[config.mk]
export PLATFORM = sky130hd
export DESIGN_NAME = mipi_lane_deskew_aligner
export DESIGN_NICKNAME = d
export VERILOG_FILES = /design/src/rtl/mipi_lane_deskew_aligner.sv
export SDC_FILE = /design/constraint.sdc
export NUM_CORES = 1
export LEC_CHECK = 0
export CORE_MARGIN = 2
export CORE_UTILIZATION = 60
export CTS_CLUSTER_DIAMETER = 30
export CTS_CLUSTER_SIZE = 8
export DETAILED_ROUTE_END_ITERATION = 10
export PLACE_DENSITY = 0.8
export SLEW_MARGIN = 10
export SYNTH_ARGS = -nofsm -noshare
export SYNTH_HDL_FRONTEND = slang
export SYNTH_SLANG_ARGS = --single-unit
[constraint.sdc]
create_clock -name sync_mipi_clk_2 -period 7.77 [get_ports sync_mipi_clk_2]
set_clock_uncertainty 0.15 [all_clocks]
set_input_delay 1.554 -clock sync_mipi_clk_2 [delete_from_list [all_inputs] [get_ports sync_mipi_clk_2]]
set_output_delay 1.554 -clock sync_mipi_clk_2 [all_outputs]
set_load 0.005 [all_outputs]
[src/rtl/mipi_lane_deskew_aligner.sv]
// N-lane HS byte aligner: per-lane SoT hunt at any bit offset, deskew FIFOs, lockstep release.
// Optional SYNC_1BIT_TOL_EN: hunt also accepts a sync candidate with exactly one bit in error.
module mipi_lane_deskew_aligner #(
  parameter int unsigned LANES        = 2,
  parameter int unsigned SKEW_DEPTH   = 4,
  parameter logic [7:0]  SYNC_BYTE    = 8'hB8,
  parameter int unsigned SYNC_TIMEOUT = 16
) (
  input  logic                 sync_mipi_clk_2,
  input  logic                 reset,
  input  logic                 stop,
  input  logic [4*LANES-1:0]   nib_i,
  output logic [8*LANES-1:0]   byte_o,
  output logic                 byte_valid,
  output logic [LANES-1:0]     lane_locked,
  output logic                 locked,
  output logic                 sync_err
);

  localparam int unsigned AW = $clog2(SKEW_DEPTH);
  localparam int unsigned PW = AW + 1;
  localparam int unsigned CW = $clog2(SYNC_TIMEOUT) + 1;

  typedef enum logic [1:0] {ST_HUNT, ST_ALIGN, ST_STREAM, ST_ERROR} state_t;

  logic [15:0]      r_win    [LANES];
  logic [15:0]      w_win_nx [LANES];
  logic [1:0]       r_off    [LANES];
  logic [1:0]       w_moff   [LANES];
  logic [7:0]       w_wdata  [LANES];
  logic [7:0]       r_mem    [LANES][SKEW_DEPTH];
  logic [PW-1:0]    r_wp     [LANES];
  logic [PW-1:0]    r_rp     [LANES];
  logic [LANES-1:0] r_lock, r_ph;
  logic [LANES-1:0] w_match, w_new, w_wr, w_full, w_empty, w_lock_nx;
  logic             r_par;
  state_t           r_state;
  logic [CW-1:0]    r_cnt;
  logic             w_hunt, w_active, w_pop, w_ovf;

`ifdef SYNC_1BIT_TOL_EN
  function automatic logic f_one_bit(input logic [7:0] x);
    return (x != '0) && ((x & (x - 8'd1)) == '0);
  endfunction
`endif

  always_comb begin
    w_hunt   = (r_state == ST_HUNT) || (r_state == ST_ALIGN);
    w_active = (r_state == ST_ALIGN) || (r_state == ST_STREAM);
    for (int unsigned k = 0; k < LANES; k++) begin
      w_win_nx[k] = {nib_i[4*k +: 4], r_win[k][15:4]};
      // Capture from the window as it is updated at this edge, so the byte after sync lands whole.
      w_wdata[k]  = w_win_nx[k][r_off[k] +: 8];
      w_match[k]  = 1'b0;
      w_moff[k]   = '0;
      for (int unsigned o = 0; o < 4; o++) begin
        if (!w_match[k] && (r_win[k][o +: 8] == SYNC_BYTE)) begin
          w_match[k] = 1'b1;
          w_moff[k]  = 2'(o);
        end
      end
`ifdef SYNC_1BIT_TOL_EN
      for (int unsigned o = 0; o < 4; o++) begin
        if (!w_match[k] && f_one_bit(r_win[k][o +: 8] ^ SYNC_BYTE)) begin
          w_match[k] = 1'b1;
          w_moff[k]  = 2'(o);
        end
      end
`endif
      w_new[k]   = w_hunt && !r_lock[k] && w_match[k];
      w_empty[k] = (r_wp[k] == r_rp[k]);
      w_full[k]  = ((r_wp[k] - r_rp[k]) == PW'(SKEW_DEPTH));
      w_wr[k]    = w_active && r_lock[k] && (r_par != r_ph[k]);
    end
    w_lock_nx = r_lock | w_new;
    w_pop     = w_active && !(|w_empty);
    w_ovf     = (r_state == ST_STREAM) && (|(w_wr & w_full)) && !w_pop;
  end

  always_ff @(posedge sync_mipi_clk_2) begin
    if (reset || stop) begin
      r_par      <= 1'b0;
      r_lock     <= '0;
      r_ph       <= '0;
      r_state    <= ST_HUNT;
      r_cnt      <= '0;
      byte_o     <= '0;
      byte_valid <= 1'b0;
      locked     <= 1'b0;
      sync_err   <= 1'b0;
      for (int unsigned k = 0; k < LANES; k++) begin
        r_win[k] <= '0;
        r_off[k] <= '0;
        r_wp[k]  <= '0;
        r_rp[k]  <= '0;
      end
    end else begin
      r_par      <= ~r_par;
      byte_valid <= w_pop;
      for (int unsigned k = 0; k < LANES; k++) begin
        r_win[k] <= w_win_nx[k];
        if (w_new[k]) begin
          r_lock[k] <= 1'b1;
          r_off[k]  <= w_moff[k];
          r_ph[k]   <= r_par;
        end
        // While still aligning, an early lane's write into a full FIFO is dropped, not an error.
        if (w_wr[k] && (!w_full[k] || w_pop)) begin
          r_mem[k][r_wp[k][AW-1:0]] <= w_wdata[k];
          r_wp[k] <= r_wp[k] + PW'(1);
        end
        if (w_pop) begin
          r_rp[k]         <= r_rp[k] + PW'(1);
          byte_o[8*k +: 8] <= r_mem[k][r_rp[k][AW-1:0]];
        end
      end
      case (r_state)
        ST_HUNT: begin
          if (|w_new) begin
            r_cnt <= '0;
            if (&w_lock_nx) begin
              r_state <= ST_STREAM;
              locked  <= 1'b1;
            end else begin
              r_state <= ST_ALIGN;
            end
          end
        end
        ST_ALIGN: begin
          if (&w_lock_nx) begin
            r_state <= ST_STREAM;
            locked  <= 1'b1;
          end else if (r_cnt == CW'(SYNC_TIMEOUT - 1)) begin
            r_state  <= ST_ERROR;
            sync_err <= 1'b1;
          end else begin
            r_cnt <= r_cnt + CW'(1);
          end
        end
        ST_STREAM: begin
          if (w_ovf) begin
            r_state  <= ST_ERROR;
            locked   <= 1'b0;
            sync_err <= 1'b1;
          end
        end
        ST_ERROR: ;
        default: r_state <= ST_HUNT;
      endcase
    end
  end

  assign lane_locked = r_lock;

endmodule

Word level (Yosys, flattened, before mapping):

Memory sizes are Yosys's and may differ from the RTL's.
Index checks and enable logic that the tools add are counted.

* register bits: 31
* latch bits: 0
* memory bits (writable): 112
* memory bits (read-only): 0
* memories kept: 5

Memories
* r_mem: words 2, width 32, read ports 2, clocked after Yosys merged registers in 0, wr ports 2, line 31 `logic [7:0] r_mem [LANES][SKEW_DEPTH];`
* r_win: words 2, width 16, read ports 2, clocked after Yosys merged registers in 0, wr ports 2, line 26 `logic [15:0] r_win [LANES];`
* r_rp: words 2, width 3, read ports 2, clocked after Yosys merged registers in 0, wr ports 2, line 33 `logic [PW-1:0] r_rp [LANES];`
* r_wp: words 2, width 3, read ports 2, clocked after Yosys merged registers in 0, wr ports 2, line 32 `logic [PW-1:0] r_wp [LANES];`
* r_off: words 2, width 2, read ports 2, clocked after Yosys merged registers in 0, wr ports 2, line 28 `logic [1:0] r_off [LANES];`

* add/sub/neg operators: 7
* $mul: 0
* div/mod/pow operators: 0
* order comparisons: 6
* equality and inequality tests: 23
* shifts and indexed selects: 2
* muxes and demuxes: 70
* bitwise logic cells: 15
* reductions and logical operators: 50

Operator list (count)
* == test 8 bit (second input constant): 8
* 2-to-1 mux 32 bit: 2
* 2-to-1 mux 8 bit: 6
* 2-to-1 mux 1 bit: 34
* binary-select mux 8 bit (select 2 bit): 2
* demux 8 bit (select 2 bit): 2
* 2-to-1 mux 16 bit: 2
* variable part select 16 x 3 -> 8 bit: 2
* 2-to-1 mux 2 bit: 11
* logical AND 1 bit: 21
* 2-to-1 mux 5 bit: 3
* adder 3 x 1 -> 3 bit (second input constant): 4
* >= comparator 3 bit (second input constant): 4
* zero test 1 bit: 12
* 2-to-1 mux 3 bit: 4
* NOT 2 -> 3 bit: 4
* AND reduction 4 bit: 3
* one-hot mux 5 bit (2 select lines): 1
* bitwise OR 1 bit: 8
* == test 3 bit: 2
* == test 3 bit (second input constant): 2
* less-than comparator 3 x 1 -> 1 bit (second input constant): 2
* inequality test 2 bit (second input constant): 3
* one-hot mux 2 bit (3 select lines): 1
* 20 further kinds: 30

Logic depth before layout (Yosys ltp):

An unclocked memory read counts as a cell.

* depth after elaboration: 18
* gate-level depth with buffers: 10
* gate-level depth less buffers: 8

Worst setup path before layout:

Ideal clock, no wire load.

* kind: input port to flip-flop
* from: in stop
* to: mem r_mem[0][32] (netlist name), enable pin
* arrival time: 2.264 ns
* required time: 7.288 ns
* path slack: 5.024 ns
* cell stages on the path: 3
* cells stage by stage: nor2_1 -> o211a_1 -> and2_1

RTL lines
* from (decl): line 11 `input logic stop,`
* to (decl): line 31

Worst setup path after layout:

* from: reg r_lock[0] (netlist: lane_locked[0])
* to: out lane_locked[0]

RTL lines
* from (decl): line 34 `logic [LANES-1:0] r_lock, r_ph;`
* from (signal assigned): line 83 `r_lock <= '0;`
* from (signal, indexed assignment): line 103 `r_lock[k] <= 1'b1;`
* to (decl): line 15 `output logic [LANES-1:0] lane_locked,`

No word-level cell between the ends.

==> impl_metrics.ini <==
[yosys]
synth-seq-area-share = 0.593
yosysUniqueCellTypes = 54
synth_commonest_cells = edfxtp_1 (80), dfxtp_1 (63), nand2_1 (52), and2_1 (41), mux4_2 (28)
syn_inst = 466
yosys-top-cells-area = edfxtp_1 (39%), dfxtp_1 (20%), mux4_2 (10%), and2_1 (4.2%), ha_1 (4.0%)
synth_top_area_share = 0.389
yosys.cell_count.top_type = edfxtp_1
syn_area_per_cell_um2 = 13.3
synth_warnings = 0
async_reset_ff_frac = 0
synth_area_um2 = 6180
synth_edf_count = 80
synth.net_count = 497
synth-seq-cells = 143
synth_ff_type = edfxtp_1
synth_top_cell_by_area = edfxtp_1

[clock_network]
cts_max_level = 4
clock_latency_ns = 0.53
cts_sinks = 143
cts_tree = built
path_clk_slew_ns = 0.06
cts_buffers = 17
cts-root-buf = clkbuf_8
hold_buffers = 0
cts_buffer_depth = 2
post_cts_resized = 0
cts_setup_buffers = 0

[route]
wire_per_inst_um = 16.9
vias_per_cell = 5.86
drt.antenna.violating_nets = 0
num_vias = 3786
first_pass_iters = 5
drt_iter0_drc = 251
wirelength_um = 10900
drc_errors = 0

[pwr]
pwr-share-seq = 0.513
power_density_nw_per_um2 = 222
p_int_w = 0.00124
comb_power_share = 0.028
p_clk_frac = 0.459
p_leak_nw = 2.50
swShare = 0.215
p_switching_w = 0.000341
max-vdd-ir-drop_mv = 0.143

[sta]
period_needed_ns = 3.27
drv_slew = 0
fin_setup_tns_ns = 0
grt_setup_unrepaired = no
relSlewSlack = 0.574
fmax_mhz = 306
timing.final.crit_share = 0.421
setup_violations = 0
worst_hold_slack_ns = 0.279
hold_viol = 0
tightest_slew_ns = 0.639

[floorplan]
io_pins = 32
die_area_um2 = 11100
die_height_um = 105
die_x_um = 105
start_util = 0.610
rows = 37
core_um2 = 10100

[global_routing]
track_usage = 0.217
grt_first_pass_wirelength_um = 18300
grt_pass1_vias = 3637
grt-ovfl-total = 0
grt_max_degree = 51
antenna_found_initial = 0

[critical_path]
critPathMaxStageDelay_ns = 0.56
ff2ff_setup_slack_ns = 4.68
start_kind = flop
path_class = flop to output port
worst-path-buf-inv = 1
required_ns = 6.07
cp_slowest_cell = clkdlybuf4s50_1
cp_top_family = buffers and inverters
cp.arrival_ns = 1.57
critPathCaptureType = output port
critical_path.max_fanout = 7
crit_chain = clkdlybuf4s50_1

[layout]
diodes = 0
fillers = 672
syn2layout_area_growth_pct = 15.5
final_cell_count_no_fill = 646
design_area_um2 = 7140
nNetsFinal = 528
multi_input_area_um2 = 2390
seqCellArea_um2 = 3660
post_route_cells_drive_above_1_share = 0.133

[hold_path]
hold_class = flop to flop

[placement]
place.detailed.hpwl_um = 7310
place_inst = 614
io_buffers = 31
place.gp.congestion = 0.818
placed_cell_area_um2 = 6600

[outcome]
status = completed

[run]
drv_cap = 0
==> worst reg2reg max path, stage by stage (launching register included) <==
cell	delay [ns]
edfxtp_1	0.66
ha_1	0.42
nand2_1	0.08
o21ai_0	0.48
a21boi_0	0.22
o211a_1	0.31
nor2_1	0.38
nor2_1	0.11
==> final timing paths <==
| path | depth (start not counted) | end | startpoint |
|---|---|---|---|
| max | 1 | lane_locked[0] | lane_locked[0] |
| min | 1 | r_win[0][11] | r_win[0][15] |
| max reg2reg | 7 | r_wp[0][2] | r_rp[0][3] |
| min reg2reg | 1 | r_win[0][11] | r_win[0][15] |
==> through the flow <==
stage / setup WS, ns / power (W) / utilization
after detailed placement: 4.05 / 0.000872 / 0.651
after global placement: 4.15 / 0.000870 / 0.651
final: 4.50 / 0.00158 / 0.704
after floorplan: 5.02 / 0.000858 / -
after CTS: 4.48 / 0.00159 / 0.704
after global routing: 4.44 / 0.00163 / 0.704
==> per-layer routing <==
metal	part of all wire	wire (um)	vias to the layer above	track usage
met5	0	0	-	0
met4	0.017	184	0	0.0886
met3	0.055	599	13	0.0581
met2	0.47	5080	119	0.324
met1	0.46	5050	1859	0.304
li1	-	-	1795	-
==> power by group through the flow <==
stage | sequential (W) | clock (W) | combinational (W)
final | 0.000813 | 0.000727 | 0.0000439
after global routing | 0.000814 | 0.000773 | 0.0000477
after CTS | 0.000813 | 0.000737 | 0.0000439
after detailed placement | 0.000829 | 0 | 0.0000432
after global placement | 0.000828 | 0 | 0.0000417
after floorplan | 0.000821 | 0 | 0.0000371
==> state kept, by name, indices dropped and copies added (netlist names) <==
| register | flops |
|---|---|
| r_win | 32 |
| sync_err | 1 |
| lane_locked | 2 |
| r_rp | 6 |
| r_par | 1 |
| byte_valid | 1 |
| r_ph | 2 |
| r_cnt | 5 |
| r_wp | 6 |
| r_state | 2 |
| r_mem | 64 |
| r_off | 4 |
| locked | 1 |
| byte_o | 16 |
==> final cells by class <==
class                      count  share of cell area
tap                          136              0.0238
timing repair buffer          33              0.0456
multi-input combinational    288               0.335
sequential                   143               0.513
inverter                      14             0.00736
clock buffer                  19              0.0635
clock inverter                13              0.0119
==> cells by family (layout without fill, tap and decap cells) <==
group,count (synthesis),after routing,share of synthesized area
compound gates,61,61,0.0646
buf+inv,35,79,0.0213
mux,34,34,0.122
simple gates,164,164,0.146
xor+xnor,9,9,0.0128
flops,143,143,0.593
fa+ha+maj,20,20,0.0405
==> cell usage in the layout, fill, tap and decap left out, types with 4 or more instances in the layout <==
cell type        instances
a221oi_1                 4
edfxtp_1                80
mux4_1                   4
ha_1                    20
inv_1                   14
nand2b_1                 5
dfxtp_1                 63
nor2b_1                  6
clkbuf_16               17
a31oi_1                  5
nor4bb_1                 8
xnor2_1                  6
a21oi_1                 23
o21ai_0                  6
and2_1                  41
clkdlybuf4s50_1         31
mux4_2                  28
and3_1                   5
nand2_1                 52
clkinv_2                 6
nor2_1                  25
Note: power is estimated with default switching activity, not from simulation.
